<file path="config.mk">
export PLATFORM = sky130hd
export DESIGN_NAME = fetch_unit_flat
export DESIGN_NICKNAME = d
export VERILOG_FILES = /design/src/rtl/fetch_unit_pkg.sv /design/src/rtl/fetch_unit_if.sv /design/src/rtl/fetch_unit_sat_counter.sv /design/src/rtl/fetch_unit.sv /design/src/flat_wrapper.sv
export SDC_FILE = /design/constraint.sdc
export NUM_CORES = 1
export LEC_CHECK = 0
export ABC_AREA = 1
export ABC_CLOCK_PERIOD_IN_PS = 1660
export CORE_AREA = 2 2 133 135
export CTS_CLUSTER_SIZE = 30
export DETAILED_ROUTE_END_ITERATION = 10
export DIE_AREA = 0 0 135 137
export PLACE_DENSITY = 0.74
export RECOVER_POWER = 100
export SETUP_SLACK_MARGIN = 0.4
export SYNTH_ARGS = -nofsm -noshare
export SYNTH_HDL_FRONTEND = slang
export SYNTH_SLANG_ARGS = --single-unit
export TNS_END_PERCENT = 5
</file>
<file path="constraint.sdc">
create_clock -name clk -period 1.66 [get_ports clk]
set_input_delay 0.166 -clock clk [delete_from_list [all_inputs] [get_ports clk]]
set_output_delay 0.166 -clock clk [all_outputs]
set_load 0.1 [all_outputs]
</file>
<file path="src/rtl/fetch_unit_pkg.sv">
// Shared widths, NOP encoding and per-cycle action codes for the fetch stage.
package fetch_unit_pkg;
  localparam int          PC_W  = 32;
  localparam int          CNT_W = 16;
  localparam logic [31:0] NOP   = 32'h0000_0000;

  typedef enum logic [2:0] {
    ACT_FETCH,
    ACT_STALL,
    ACT_FLUSH,
    ACT_JUMP,
    ACT_SHADOW
  } fetch_act_e;

  function automatic logic [PC_W-1:0] pc_plus4(input logic [PC_W-1:0] pc);
    return pc + 32'd4;
  endfunction
endpackage

</file>
<file path="src/rtl/fetch_unit_if.sv">
// Control, instruction-memory and IF/ID bundle between the pipeline and the fetch unit.
interface fetch_unit_if;
  import fetch_unit_pkg::*;

  logic             pc_wr;
  logic             if_id_wr;
  logic             flush;
  logic [PC_W-1:0]  br_target;
  logic             jump;
  logic [PC_W-1:0]  jump_target;
  logic [PC_W-1:0]  imem_addr;
  logic [31:0]      imem_rdata;
  logic [31:0]      if_id_ir;
  logic [PC_W-1:0]  if_id_pc4;
  logic             if_id_valid;
  logic             shadow_busy;
  logic [CNT_W-1:0] stall_cnt;
  logic [CNT_W-1:0] redirect_cnt;

  modport master (
    output pc_wr, if_id_wr, flush, br_target, jump, jump_target, imem_rdata,
    input  imem_addr, if_id_ir, if_id_pc4, if_id_valid, shadow_busy, stall_cnt, redirect_cnt
  );

  modport slave (
    input  pc_wr, if_id_wr, flush, br_target, jump, jump_target, imem_rdata,
    output imem_addr, if_id_ir, if_id_pc4, if_id_valid, shadow_busy, stall_cnt, redirect_cnt
  );
endinterface

</file>
<file path="src/rtl/fetch_unit_sat_counter.sv">
// Statistics counter: increments when enabled, sticks at all-ones, synchronous clear.
module sat_counter
  import fetch_unit_pkg::*;
(
  input  logic             clk,
  input  logic             i_clr,
  input  logic             i_inc,
  output logic [CNT_W-1:0] o_cnt
);
  logic [CNT_W-1:0] r_cnt;

  always_ff @(posedge clk) begin
    if (i_clr)
      r_cnt <= '0;
    else if (i_inc && (r_cnt != '1))
      r_cnt <= r_cnt + 1'b1;
  end

  assign o_cnt = r_cnt;
endmodule

</file>
<file path="src/rtl/fetch_unit.sv">
// Instruction fetch stage: PC register, IF/ID latch, jump-shadow bubbles and stall/redirect stats.
module fetch_unit
  import fetch_unit_pkg::*;
#(
  parameter logic [31:0] RESET_PC    = 32'h0000_0000,
  parameter int          JUMP_SHADOW = 2
) (
  input  logic         clk,
  input  logic         rst,
  fetch_unit_if.slave  bus
);
  localparam logic [1:0] SHADOW_LD = 2'(JUMP_SHADOW);

  logic [PC_W-1:0] r_pc;
  logic [31:0]     r_ir;
  logic [PC_W-1:0] r_pc4;
  logic            r_valid;
  logic [1:0]      r_shadow;

  fetch_act_e      w_act;
  logic [PC_W-1:0] w_pc_nxt;
  logic [31:0]     w_ir_nxt;
  logic [PC_W-1:0] w_pc4_nxt;
  logic            w_valid_nxt;
  logic [1:0]      w_shadow_nxt;
  logic            w_stall_inc;
  logic            w_redir_inc;

  // Priority among redirect, shadow drain and stall; rst is applied in the register block.
  always_comb begin
    w_act = ACT_FETCH;
    if (bus.flush)
      w_act = ACT_FLUSH;
    else if (bus.jump)
      w_act = ACT_JUMP;
    else if (r_shadow != 2'd0)
      w_act = ACT_SHADOW;
    else if (!bus.pc_wr)
      w_act = ACT_STALL;
  end

  always_comb begin
    w_pc_nxt     = r_pc;
    w_ir_nxt     = r_ir;
    w_pc4_nxt    = r_pc4;
    w_valid_nxt  = r_valid;
    w_shadow_nxt = r_shadow;
    unique case (w_act)
      ACT_FLUSH: begin
        w_pc_nxt     = bus.br_target;
        w_ir_nxt     = NOP;
        w_pc4_nxt    = '0;
        w_valid_nxt  = 1'b0;
        w_shadow_nxt = 2'd0;
      end
      ACT_JUMP: begin
        w_pc_nxt     = bus.jump_target;
        w_ir_nxt     = NOP;
        w_pc4_nxt    = '0;
        w_valid_nxt  = 1'b0;
        w_shadow_nxt = SHADOW_LD;
      end
      ACT_SHADOW: begin
        w_ir_nxt     = NOP;
        w_pc4_nxt    = '0;
        w_valid_nxt  = 1'b0;
        w_shadow_nxt = r_shadow - 2'd1;
      end
      default: begin
        // pc_wr and if_id_wr act independently; a held PC with a written IF/ID re-latches the same word.
        if (bus.pc_wr)
          w_pc_nxt = pc_plus4(r_pc);
        if (bus.if_id_wr) begin
          w_ir_nxt    = bus.imem_rdata;
          w_pc4_nxt   = pc_plus4(r_pc);
          w_valid_nxt = 1'b1;
        end
      end
    endcase
  end

  always_ff @(posedge clk) begin
    if (rst) begin
      r_pc     <= RESET_PC;
      r_ir     <= NOP;
      r_pc4    <= '0;
      r_valid  <= 1'b0;
      r_shadow <= 2'd0;
    end else begin
      r_pc     <= w_pc_nxt;
      r_ir     <= w_ir_nxt;
      r_pc4    <= w_pc4_nxt;
      r_valid  <= w_valid_nxt;
      r_shadow <= w_shadow_nxt;
    end
  end

  assign w_stall_inc = (w_act == ACT_STALL);
  assign w_redir_inc = (w_act == ACT_FLUSH) || (w_act == ACT_JUMP);

  sat_counter u_stall_cnt (
    .clk   (clk),
    .i_clr (rst),
    .i_inc (w_stall_inc),
    .o_cnt (bus.stall_cnt)
  );

  sat_counter u_redirect_cnt (
    .clk   (clk),
    .i_clr (rst),
    .i_inc (w_redir_inc),
    .o_cnt (bus.redirect_cnt)
  );

  assign bus.imem_addr   = r_pc;
  assign bus.if_id_ir    = r_ir;
  assign bus.if_id_pc4   = r_pc4;
  assign bus.if_id_valid = r_valid;
  assign bus.shadow_busy = (r_shadow != 2'd0);
endmodule

</file>
<file path="src/flat_wrapper.sv">
// flat-port wrapper written by rule: the top's interface ports become plain ports
module fetch_unit_flat import fetch_unit_pkg::*;
#(
  parameter logic [31:0] RESET_PC    = 32'h0000_0000,
  parameter int          JUMP_SHADOW = 2
)
  (clk, rst, bus_pc_wr, bus_if_id_wr, bus_flush, bus_br_target, bus_jump, bus_jump_target, bus_imem_rdata, bus_imem_addr, bus_if_id_ir, bus_if_id_pc4, bus_if_id_valid, bus_shadow_busy, bus_stall_cnt, bus_redirect_cnt);
  fetch_unit_if bus_i ();
  input  logic clk;
  input  logic rst;
  input wire logic [$bits(bus_i.pc_wr)-1:0] bus_pc_wr;
  input wire logic [$bits(bus_i.if_id_wr)-1:0] bus_if_id_wr;
  input wire logic [$bits(bus_i.flush)-1:0] bus_flush;
  input wire logic [$bits(bus_i.br_target)-1:0] bus_br_target;
  input wire logic [$bits(bus_i.jump)-1:0] bus_jump;
  input wire logic [$bits(bus_i.jump_target)-1:0] bus_jump_target;
  input wire logic [$bits(bus_i.imem_rdata)-1:0] bus_imem_rdata;
  output wire logic [$bits(bus_i.imem_addr)-1:0] bus_imem_addr;
  output wire logic [$bits(bus_i.if_id_ir)-1:0] bus_if_id_ir;
  output wire logic [$bits(bus_i.if_id_pc4)-1:0] bus_if_id_pc4;
  output wire logic [$bits(bus_i.if_id_valid)-1:0] bus_if_id_valid;
  output wire logic [$bits(bus_i.shadow_busy)-1:0] bus_shadow_busy;
  output wire logic [$bits(bus_i.stall_cnt)-1:0] bus_stall_cnt;
  output wire logic [$bits(bus_i.redirect_cnt)-1:0] bus_redirect_cnt;
  assign bus_i.pc_wr = bus_pc_wr;
  assign bus_i.if_id_wr = bus_if_id_wr;
  assign bus_i.flush = bus_flush;
  assign bus_i.br_target = bus_br_target;
  assign bus_i.jump = bus_jump;
  assign bus_i.jump_target = bus_jump_target;
  assign bus_i.imem_rdata = bus_imem_rdata;
  assign bus_imem_addr = bus_i.imem_addr;
  assign bus_if_id_ir = bus_i.if_id_ir;
  assign bus_if_id_pc4 = bus_i.if_id_pc4;
  assign bus_if_id_valid = bus_i.if_id_valid;
  assign bus_shadow_busy = bus_i.shadow_busy;
  assign bus_stall_cnt = bus_i.stall_cnt;
  assign bus_redirect_cnt = bus_i.redirect_cnt;
  fetch_unit #(.RESET_PC(RESET_PC), .JUMP_SHADOW(JUMP_SHADOW)) u_core (.clk(clk), .rst(rst), .bus(bus_i));
endmodule
</file>
# Yosys cells after proc, flatten, opt, wreduce, memory -nomap -nowiden
# Index checks and enable logic that the tools add are counted.
# totals
regBits,131
latchBits,0
ram_bits,0
romBits,0
inputBits,102
output_inout_bits,130
memories,0
# classes
add_sub_neg,4
multipliers,0
div,0
order_cmp,0
n_eq_ne,6
shift,0
mux,7
n_bitwise,1
reduce_logical,8
# ops
op,n
$pmux 32 s3,1
$add 16x1->16 const B,2
$add 32x3->32 const B,1
$mux 32,1
$ne 16x16->1 const B,2
$mux 3,3
$eq 3x2->1 const B,2
$pmux 2 s3,1
$reduce_bool 3->1,2
$reduce_or 4->1,1
$eq 3x1->1 const B,1
$eq 3x3->1 const B,1
$logic_and 1x1->1,2
$reduce_and 2->1,1
$reduce_bool 2->1,1
$sub 2x1->2 const B,1
$logic_or 1x1->1,1
$mux 1,1
$not 1->1,1

# Longest topological paths before layout
# logic_depth
ltp_word,7
depth_mapped,10
depth_no_buf,10

# Modules after synthesis
# Synthesis repeated with hierarchy kept, for this count alone.
# unflattened
hier_cells,995
hier_area_um2,6749.0
# modules_own_cells
mod,n_inst,cells_per_inst,area_per_inst_um2
fetch_unit,1,697,4889.7
sat_counter,2,149,929.6

# Worst setup path after synthesis
# OpenSTA, ideal clock, no wires.
# synth_timing
path_kind,reg2reg
start,register u_core.u_stall_cnt.r_cnt[1] (netlist: u_core.u_stall_cnt.o_cnt[1])
end,register u_core.u_stall_cnt.r_cnt[1] (netlist: u_core.u_stall_cnt.o_cnt[1])
setup_time_ns,0.117
t_arrival_ns,2.305
slack_ns,-0.762
stages_incl_launch_ff,10
path_buffers,1
cell_sequence,dfxtp_1 ha_1 nand3_1 nor3_2 nand3_1 nand2_2 inv_2 buf_2 nor2_1 nor2_1
# synth_via
elab_chain_cells,2
word_cells_on_any_way,3
# synth_rtl
element,line_no,text
"start, declared",fetch_unit_sat_counter.sv:10,logic [CNT_W-1:0] r_cnt;
"start signal, assigned",fetch_unit_sat_counter.sv:16,r_cnt <= r_cnt + 1'b1;
"parallel branches: the longest is 2 deep, another holds $add 16x1->16",-,
# Several ways; the timed one is not identified.
# A chain may end at the register's enable or synchronous reset.

# Final worst setup path
# layout_timing
start,register u_core.r_shadow[1]
end,output bus_shadow_busy
# layout_via
elab_chain_cells,1
# layout_rtl
element,line_no,text
"start, declared",fetch_unit.sv:18,logic [1:0] r_shadow;
"start signal, assigned",fetch_unit.sv:94,r_shadow <= w_shadow_nxt;
$reduce_bool 2->1,fetch_unit.sv:119,assign bus.shadow_busy = (r_shadow != 2'd0);
"end, declared",flat_wrapper.sv:22,output wire logic [$bits(bus_i.shadow_busy)-1:0] bus_shadow_busy;
# No other way between the ends.

==> reports/qor.txt <==
status: completed
Reg2Reg Setup Slack: 0.12 ns
IR drop worst, VDD: 0.000720 V
GP Congestion: 0.887
syn nets: 1107
Reg2Reg Launch Point: u_core.bus.imem_addr[2]
initial antenna violation count: 0
# IOs: 232
Root Driver: clkbuf_16
Crit. Startpoint: u_core.r_shadow[1]
CP max stage cell: dfxtp_1
dpl hpwl: 16.5 mm
Rows: 48
CP Launch Type: register
Design Area, Final: 10300 sq um
number of buffers created by CTS: 17
share of layout cells above drive strength 1: 0.279
total grt overflow: 0
Final Max Tran Viols: 0
slew at the pin closest to its max-slew limit: 0.602 ns
period utilisation layout: 0.933
Tot GR Track Use: 0.245
Synth-to-Final Area Change: 54.5%
drt via density: 5.06
global-route wire length before repair: 35.8 mm
Clock Skew: 0.00767 ns
Syn Inst Count: 1001
DR WL/cell: 15.4 um
hold_ws: 0.281 ns
Pleak: 4.43 nW
fin nets: 1380
Final Hold Viols: 0
Placed Area: 10500 sq um
Starting Density: 0.392
Critical Path Max Stage Delay: 0.33 ns
Tmin final: 1.55 ns
clock buffer depth: 2
Avg Inst Size Synth: 6.68 sq um
CP Data Arrival Time: 1.38 ns
Post-Syn Area: 6680 sq um
critical path capture point: bus_shadow_busy
reg2reg end: u_core.bus.imem_addr[11]
Crit path required time: 1.49 ns
RSZ-0062 raised after global routing: true
Util after Layout: 0.605
Top FF cell, synth: dfxtp_1
Die ar.: 18500 sq um
Antenna Cells: 0
WL final: 23.3 mm
Setup crit end kind: output port
fill count: 1567
Finished Layout Cells: 1512
vias in the first global route: 7222
drc violations: 0
register area: 2750 sq um
via count: 7653
EDFF count, synth: 0
clock sink total: 131
placed insts: 1456
initial DRC count: 471
crit path cell chain: inv_1 -> ha_4 -> inv_2 -> buf_6
CTS tree: built
final setup fails: 0
H-tree levels: 4
DR pass1 iterations: 5
multi-input logic area: 3860 sq um
# Max-Cap Violations: 0
Horiz. Die Dim: 135 um
Hold Path Class: in2reg
PwrDens: 864 nW/um^2
critical path class: reg2out
Max Clk Rate: 646 MHz
Worst R2R Path Depth: 7
slew margin rel.: 0.599
register area share after synthesis: 0.392
core area: 17100 sq um
worst skew pair latency: 0.42 ns
Clock transition at path regs: 0.06 ns
antenna-violating nets left: 0
Seq cells post-synth: 131
largest net degree at the start of global routing: 41
synth warn: 0
Port Buffers: 231
library cells used by synthesis: 34
maximum fanout along the worst path: 4
chip height: 137 um
share of flip-flops with an asynchronous set or reset: 0
synth_stat cells, types with 2 or more instances:
master,number,area share
buf_1,2,0.0011
and2_1,3,0.0028
xor2_1,20,0.026
nand4_1,6,0.0056
nor3_2,2,0.0030
nand2_2,3,0.0028
nand2_1,302,0.17
xnor2_1,10,0.013
nand3_1,28,0.021
a21oi_1,85,0.064
ha_1,4,0.0075
buf_2,13,0.0097
o21ai_0,66,0.049
inv_1,72,0.040
a22o_1,25,0.033
a21oi_2,10,0.013
nand3b_1,7,0.0079
inv_2,5,0.0028
a21o_1,2,0.0022
nor2_2,10,0.0094
clkbuf_1,30,0.017
nor3_1,7,0.0052
dfxtp_1,131,0.39
a41oi_1,4,0.0052
nor2_1,145,0.081
worst max-delay path: cells and delay by family, from the launching register on:
| kind | cells | cell delay [ns] |
|---|---|---|
| adder cells (fa/ha/maj) | 1 | 0.17 |
| flip-flops | 1 | 0.33 |
| buffers and inverters | 3 | 0.45 |
routing by layer:
metal	GRT usage	vias up	part of all wire
li1	-	3755	-
met3	0.0726	42	0.081
met1	0.295	3542	0.40
met2	0.427	314	0.50
met4	0.0689	0	0.019
met5	0	-	0
power breakdown:
part           internal, mW  total, mW  switching [mW]
clock network          2.08       3.56            1.49
logic                 0.648       1.98            1.33
registers              3.24       3.38           0.142
logic make-up after synthesis:
logic type | Yosys count | share of synthesized area
simple gates | 515 | 0.314
buf+inv | 125 | 0.0743
compound gates | 196 | 0.172
xor+xnor | 30 | 0.0393
flops | 131 | 0.392
fa+ha+maj | 4 | 0.00749
how the worst min path moves through the flow:
stage / start / to / cells past startpoint / slack (ns)
final: bus_if_id_wr / u_core.bus.if_id_ir[21] / 5 / 0.28
after CTS: bus_if_id_wr / u_core.bus.if_id_ir[21] / 5 / 0.26
after global routing: bus_imem_rdata[31] / u_core.bus.if_id_ir[31] / 3 / 0.29
after floorplan: bus_imem_rdata[0] / u_core.bus.if_id_ir[0] / 2 / 0.32
after detailed placement: u_core.bus.if_id_ir[9] / u_core.bus.if_id_ir[9] / 2 / 0.45
after global placement: u_core.bus.if_id_ir[5] / u_core.bus.if_id_ir[5] / 2 / 0.45
registers in the layout (all words and copies together), names as in the netlist:
name	count
u_core.bus.if_id_ir	32
u_core.bus.if_id_pc4	32
u_core.bus.imem_addr	32
u_core.u_redirect_cnt.o_cnt	16
u_core.u_stall_cnt.o_cnt	16
u_core.r_shadow	2
u_core.bus.if_id_valid	1
repair_timing:
item | 4_1_cts | 5_1_grt
hold buffers | 0 | 0
buffers inserted | 9 | 15
pin swaps | 18 | 25
gates resized for setup | 34 | 53
gates cloned | 0 | 0
endpoints found under the setup margin | 133 | 154
per-stage QoR:
| step | worst slack [ns] | TNS (ns) | power (mW) |
|---|---|---|---|
| final | 0.112 | 0 | 8.92 |
| after global routing | 0.0235 | 0 | 9.26 |
| after CTS | 0.115 | 0 | 9.21 |
| after detailed placement | -0.131 | -4.52 | 5.60 |
| after global placement | -0.0392 | -0.642 | 5.58 |
| after floorplan | -0.0673 | -3.90 | 4.65 |
final cells by class:
type                    count  share of cell area
clock buffers              18              0.0416
flip-flops and latches    131               0.266
repair buffers            301               0.251
clock inverters            14              0.0127
inverters                  78              0.0286
multi-input cells         745               0.373
well taps                 225              0.0273
placed cells by master (no fill, tap or decap), types with 25 or more instances in the layout:
master,netlist,routed
a21oi_1,85,85
a22o_1,25,25
buf_12,0,25
buf_4,1,56
clkbuf_2,0,95
clkdlybuf4s50_1,0,98
dfxtp_1,131,80
dfxtp_2,0,27
inv_1,72,72
nand2_1,302,287
nor2_1,145,131
o21ai_0,66,64
No activity file was read; power rests on OpenSTA's default activity.
